===== src/rtl/matrix_loader_if.sv =====
// Byte stream in from the UART receiver, committed operand pair and status out to the multiplier.
// The loader takes the slave side and the producer/consumer takes the master side.
interface matrix_loader_if #(
    parameter int unsigned DIM = 4,
    parameter int unsigned DW  = 8
);
    logic [DW-1:0]                      rx_data;
    logic                               rx_valid;
    logic [0:DIM-1][0:DIM-1][DW-1:0]    matrix_a;
    logic [0:DIM-1][0:DIM-1][DW-1:0]    matrix_b;
    logic                               start;
    logic                               busy;
    logic                               frame_err;
    logic [2:0]                         state_dbg;

    modport master (
        output rx_data,
        output rx_valid,
        input  matrix_a,
        input  matrix_b,
        input  start,
        input  busy,
        input  frame_err,
        input  state_dbg
    );

    modport slave (
        input  rx_data,
        input  rx_valid,
        output matrix_a,
        output matrix_b,
        output start,
        output busy,
        output frame_err,
        output state_dbg
    );
endinterface


===== src/rtl/matrix_loader.sv =====
// Frame parser: SYNC, DIM*DIM bytes of A, DIM*DIM bytes of B, XOR checksum.
// Shadow buffers fill during the frame and are committed to the outputs only on a good checksum.
module matrix_loader #(
    parameter int unsigned   DIM            = 4,
    parameter int unsigned   DW             = 8,
    parameter logic [DW-1:0] SYNC_BYTE      = 8'hA5,
    parameter int unsigned   TIMEOUT_CYCLES = 100000
) (
    input  logic            clk,
    input  logic            reset,
    matrix_loader_if.slave  bus
);

    localparam int unsigned RowW = (DIM > 1) ? $clog2(DIM) : 1;
    localparam int unsigned TmoW = $clog2(TIMEOUT_CYCLES + 1);
    localparam logic [RowW-1:0] LastPos = RowW'(DIM - 1);
    localparam logic [TmoW-1:0] TmoLast = TmoW'(TIMEOUT_CYCLES - 1);

    typedef enum logic [2:0] {
        StIdle  = 3'd0,
        StLoadA = 3'd1,
        StLoadB = 3'd2,
        StCheck = 3'd3
    } state_e;

    typedef logic [0:DIM-1][0:DIM-1][DW-1:0] matrix_t;

    state_e         state_q, state_d;
    logic [RowW-1:0] row_q, row_d;
    logic [RowW-1:0] col_q, col_d;
    logic [DW-1:0]  xor_q, xor_d;
    logic [TmoW-1:0] tmo_q, tmo_d;
    logic           err_q, err_d;
    logic           start_q, start_d;
    matrix_t        shadow_a_q, shadow_a_d;
    matrix_t        shadow_b_q, shadow_b_d;
    matrix_t        mat_a_q, mat_a_d;
    matrix_t        mat_b_q, mat_b_d;

    logic           last_elem;
    logic           byte_ok;

    assign last_elem = (row_q == LastPos) && (col_q == LastPos);
    assign byte_ok   = (bus.rx_data == xor_q);

    always_comb begin
        state_d    = state_q;
        row_d      = row_q;
        col_d      = col_q;
        xor_d      = xor_q;
        tmo_d      = tmo_q;
        err_d      = err_q;
        start_d    = 1'b0;
        shadow_a_d = shadow_a_q;
        shadow_b_d = shadow_b_q;
        mat_a_d    = mat_a_q;
        mat_b_d    = mat_b_q;

        unique case (state_q)
            StIdle: begin
                if (bus.rx_valid && (bus.rx_data == SYNC_BYTE)) begin
                    state_d = StLoadA;
                    row_d   = '0;
                    col_d   = '0;
                    xor_d   = '0;
                    tmo_d   = '0;
                    err_d   = 1'b0;
                end
            end
            StLoadA, StLoadB: begin
                if (bus.rx_valid) begin
                    if (state_q == StLoadA) begin
                        shadow_a_d[row_q][col_q] = bus.rx_data;
                    end else begin
                        shadow_b_d[row_q][col_q] = bus.rx_data;
                    end
                    xor_d = xor_q ^ bus.rx_data;
                    if (last_elem) begin
                        row_d   = '0;
                        col_d   = '0;
                        state_d = (state_q == StLoadA) ? StLoadB : StCheck;
                    end else if (col_q == LastPos) begin
                        col_d = '0;
                        row_d = row_q + 1'b1;
                    end else begin
                        col_d = col_q + 1'b1;
                    end
                end
            end
            StCheck: begin
                if (bus.rx_valid) begin
                    if (byte_ok) begin
                        mat_a_d = shadow_a_q;
                        mat_b_d = shadow_b_q;
                        start_d = 1'b1;
                    end else begin
                        err_d = 1'b1;
                    end
                    state_d = StIdle;
                end
            end
            default: begin
                state_d = StIdle;
            end
        endcase

        // An arriving byte always beats the terminal timeout cycle.
        if (state_q != StIdle) begin
            if (bus.rx_valid) begin
                tmo_d = '0;
            end else if (tmo_q == TmoLast) begin
                tmo_d   = '0;
                row_d   = '0;
                col_d   = '0;
                err_d   = 1'b1;
                state_d = StIdle;
            end else begin
                tmo_d = tmo_q + 1'b1;
            end
        end
    end

    always_ff @(posedge clk or negedge reset) begin
        if (!reset) begin
            state_q    <= StIdle;
            row_q      <= '0;
            col_q      <= '0;
            xor_q      <= '0;
            tmo_q      <= '0;
            err_q      <= 1'b0;
            start_q    <= 1'b0;
            shadow_a_q <= '0;
            shadow_b_q <= '0;
            mat_a_q    <= '0;
            mat_b_q    <= '0;
        end else begin
            state_q    <= state_d;
            row_q      <= row_d;
            col_q      <= col_d;
            xor_q      <= xor_d;
            tmo_q      <= tmo_d;
            err_q      <= err_d;
            start_q    <= start_d;
            shadow_a_q <= shadow_a_d;
            shadow_b_q <= shadow_b_d;
            mat_a_q    <= mat_a_d;
            mat_b_q    <= mat_b_d;
        end
    end

    assign bus.matrix_a  = mat_a_q;
    assign bus.matrix_b  = mat_b_q;
    assign bus.start     = start_q;
    assign bus.busy      = (state_q != StIdle);
    assign bus.frame_err = err_q;
    assign bus.state_dbg = state_q;

endmodule


===== src/flat_wrapper.sv =====
// flat-port wrapper written by rule: the top's interface ports become plain ports
module matrix_loader_flat 
#(
    parameter int unsigned   DIM            = 4,
    parameter int unsigned   DW             = 8,
    parameter logic [DW-1:0] SYNC_BYTE      = 8'hA5,
    parameter int unsigned   TIMEOUT_CYCLES = 100000
)
  (clk, reset, bus_rx_data, bus_rx_valid, bus_matrix_a, bus_matrix_b, bus_start, bus_busy, bus_frame_err, bus_state_dbg);
  matrix_loader_if #(.DIM(DIM), .DW(DW)) bus_i ();
  input  logic clk;
  input  logic reset;
  input wire logic [$bits(bus_i.rx_data)-1:0] bus_rx_data;
  input wire logic [$bits(bus_i.rx_valid)-1:0] bus_rx_valid;
  output wire logic [$bits(bus_i.matrix_a)-1:0] bus_matrix_a;
  output wire logic [$bits(bus_i.matrix_b)-1:0] bus_matrix_b;
  output wire logic [$bits(bus_i.start)-1:0] bus_start;
  output wire logic [$bits(bus_i.busy)-1:0] bus_busy;
  output wire logic [$bits(bus_i.frame_err)-1:0] bus_frame_err;
  output wire logic [$bits(bus_i.state_dbg)-1:0] bus_state_dbg;
  assign bus_i.rx_data = bus_rx_data;
  assign bus_i.rx_valid = bus_rx_valid;
  assign bus_matrix_a = bus_i.matrix_a;
  assign bus_matrix_b = bus_i.matrix_b;
  assign bus_start = bus_i.start;
  assign bus_busy = bus_i.busy;
  assign bus_frame_err = bus_i.frame_err;
  assign bus_state_dbg = bus_i.state_dbg;
  matrix_loader #(.DIM(DIM), .DW(DW), .SYNC_BYTE(SYNC_BYTE), .TIMEOUT_CYCLES(TIMEOUT_CYCLES)) u_core (.clk(clk), .reset(reset), .bus(bus_i));
endmodule

===== config.mk =====
export PLATFORM = sky130hd
export DESIGN_NAME = matrix_loader_flat
export DESIGN_NICKNAME = d
export VERILOG_FILES = /design/src/rtl/matrix_loader_if.sv /design/src/rtl/matrix_loader.sv /design/src/flat_wrapper.sv
export SDC_FILE = /design/constraint.sdc
export NUM_CORES = 1
export LEC_CHECK = 0
export BUFFER_PORTS_ARGS = -buffer_cell sky130_fd_sc_hd__buf_2
export CAP_MARGIN = 25
export CORE_ASPECT_RATIO = 1.75
export CORE_MARGIN = 2
export CORE_UTILIZATION = 40
export CTS_CLUSTER_DIAMETER = 40
export DETAILED_ROUTE_END_ITERATION = 6
export GPL_TIMING_DRIVEN = 0
export SKIP_LAST_GASP = 1
export SYNTH_ARGS = -nofsm -noshare
export SYNTH_HDL_FRONTEND = slang
export SYNTH_SLANG_ARGS = --single-unit

===== constraint.sdc =====
create_clock -name clk -period 4.58 [get_ports clk]
set_clock_uncertainty 0.2 [all_clocks]
set_input_delay 0.458 -clock clk [delete_from_list [all_inputs] [get_ports clk]]
set_output_delay 0.458 -clock clk [all_outputs]
set_load 0.1 [all_outputs]

==> metrics.md <==
| Metric | Value |
|---|---|
| Initial antenna violation count | 1 |
| Total wire length | 56.1 mm |
| Full die area | 57900 um2 |
| Final ANT Viol Nets | 0 |
| N_diodes | 0 |
| # rows | 114 |
| Drt drc | 0 |
| Worst skew pair latency | 0.63 ns |
| CTS resizes | 0 |
| PwrDens | 372 nW/um2 |
| Static Leak | 14.0 nW |
| Post-synthesis sequential area ratio | 61.0% |
| Sequential cell area | 13700 um2 |
| CP required | 3.92 ns |
| Fmax | 374 MHz |
| Worst path slowest cell | buf_2 |
| Global-route wire length before repair | 85.0 mm |
| Post-synth top area cell | dfrtp_1 |
| CTS Hold Bufs | 1 |
| Core Footprint | 55300 um2 |
| Post-synth ARST share | 100% |
| CTS root buffer | clkbuf_16 |
| EDFF count, synth | 0 |
| Area of the multi-input gates | 7940 um2 |
| Worst-margin pin slew | 0.857 ns |
| Worst Path Arrival | 2.02 ns |
| Peak supply drop | 0.000278 V |
| HPWL Detailed | 38.4 mm |
| Area Growth Syn to Fin | 19.2% |
| GP Congestion | 0.799 |
| #FFs+latches synth | 546 |
| Synth area leaders | dfrtp_1 (61%), mux2_2 (14%), mux2_4 (13%), buf_12 (2.0%), mux2_1 (1.5%) |
| Die W | 183 um |
| Setup WS pre-CTS | 1.49 ns |
| Post-Syn Area | 22400 um2 |
| CTS clk-pin slew, worst paths | 0.07 ns |
| Final Max Tran Viols | 0 |
| Ys Warns | 0 |
| RSZ-0062 raised after global routing | false |
| Fin worst setup slack | 1.91 ns |
| Port-buffer cells | 264 |
| Critical path class | reg -> out |
| Worst hold margin | 0.123 ns |
| Final period util | 58.4% |
| Max-Cap Viols | 0 |
| Number of global-route vias before repair | 13298 |
| DR pass1 iterations | 4 |
| Ys flop type | dfrtp_1 |
| Area share of the leading cell type in the synthesized netlist | 61.0% |
| Final hold vios | 0 |
| CP Launch Type | register |
| Total grt overflow | 0 |
| Commonest non-fill, non-tap cell in the layout | dfrtp_1 |
| Nets@finish | 1715 |
| Initial Util | 40.4% |
| Ports | 273 |
| Fraction of layout cells with a size suffix above 1 | 51.9% |
| Clk sink count | 546 |
| Final setup violation count | 0 |
| Synthesized Nets | 1387 |
| Slew headroom | 42.9% |
| Critical-path cell list | clkbuf_1, nor3_1, inv_1, buf_2 |
| Crit end category | output port |
| Synth unique cells | 55 |
| Vias/cell | 5.09 |
| Post-CTS Setup Bufs | 0 |
| CTS Buffer Depth | 3 |
| Commonest non-fill, non-tap cells in the layout | dfrtp_1 (546), mux2_2 (284), buf_2 (275) |
| CTS tree | done |
| CP max stage delay | 0.46 ns |
| Initial DRC count | 545 |
| H-tree levels | 2 |
| Tightest Hold Check Type | in -> reg |
| Vias | 12405 |
| Outcome | finished clean |
| Filler cell count | 4849 |
| Worst-path maximum fanout | 9 |
| Crit path time final | 2.67 ns |
| Synthesized area per cell | 16.4 um2 |
| DIE HEIGHT | 317 um |
| Largest net degree at the start of global routing | 126 |
| WL/cell | 23.0 um |
| Synthesized netlist cell count | 1367 |
| Clock buffer count from CTS | 57 |
| GRT Overall Usage | 19.6% |
layer usage:
metal  part of all wire [%]  wire length [um]  vias up  track usage [%]
met2                     52             29300      280             35.1
met1                     41             22900     6509             23.7
met3                    4.9              2770       75             4.31
li1                       -                 -     5539                -
met5                  0.012                 7        -                0
met4                    2.0              1120        2             5.29
layout make-up:
class                      count  area share, %
multi-input combinational    726           29.8
buffer                        86           2.79
clock inverter                32           1.42
inverter                       9          0.127
timing repair buffer         269           5.44
tap                          696           3.26
sequential                   546           51.2
clock buffer                  74           6.00
metrics by stage:
step | instances | instance area [um2] | power (mW) | TNS (ns) | util, %
3_3_place_gp | 2327 | 24600 | 5.17 | -4400.26 | 44.4
5_1_grt | 2438 | 26700 | 10.3 | 0 | 48.2
4_1_cts | 2438 | 26700 | 10.1 | 0 | 48.2
3_5_place_dp | 2331 | 24700 | 5.18 | 0 | 44.6
6_report | 2438 | 26700 | 9.92 | 0 | 48.2
2_1_floorplan | 1367 | 22400 | 5.00 | 0 | -
cells in the mapped netlist (all sizes together) (7+ instances only):
cell	n
dfrtp	546
clkbuf	45
o21ai	14
nor4	9
and2	14
mux2	513
nor3	8
ha	9
buf	41
nand4	8
a21oi	7
nand2	49
nor2	12
xnor2	9
o31ai	12
inv	9
registers in the layout, indices dropped and copies added (netlist names):
register and cells:
u_core.bus.frame_err 1, u_core.bus.matrix_a 128, u_core.bus.matrix_b 128, u_core.bus.start 1, u_core.bus.state_dbg 3, u_core.col_q 2, u_core.row_q 2, u_core.shadow_a_q 128
u_core.shadow_b_q 128, u_core.tmo_q 17, u_core.xor_q 8
final timing paths:
kind                                         start                 endpoint  slack (ns)  cells past startpoint
min reg2reg                u_core.bus.matrix_b[84]  u_core.bus.matrix_b[84]        0.28                      1
min in group asynchronous                    reset  u_core.bus.matrix_b[28]        0.21                      2
min                                 bus_rx_data[1]          u_core.xor_q[1]        0.12                      4
max reg2reg                        u_core.col_q[1]   u_core.shadow_b_q[117]        1.99                      5
max                        u_core.bus.state_dbg[2]                 bus_busy        1.91                      4
max in group asynchronous                    reset   u_core.bus.matrix_a[5]        2.28                      4
report_power, final:
part / total, mW / switching, mW / leakage [nW] / internal, mW
clock: 4.83 / 2.04 / 0.978 / 2.79
sequential: 4.84 / 0.0106 / 7.62 / 4.83
combinational: 0.239 / 0.199 / 5.38 / 0.0400
total: 9.92 / 2.25 / 14.0 / 7.66
cell families (layout without fill, tap and decap cells):
kind of cell               after synthesis  after routing  share of synthesized area [%]
DFF                                    546            546                           61.0
and+or+nand+nor                        133            133                           3.39
muxes                                  513            513                           29.2
xor gates and xnor gates                 9              9                          0.453
adders and majority gates                9              9                          0.503
AOI/OAI and AO/OA                       61             61                           1.94
other                                    1              1                         0.0168
buffers and inverters                   95            470                           3.48
critical path, delay by kind of cell, from the launching register on:
family	cells	cell delay, ns
buf+inv	3	0.92
flops	1	0.37
simple gates	1	0.11
Power figures use the tool's default switching activity.
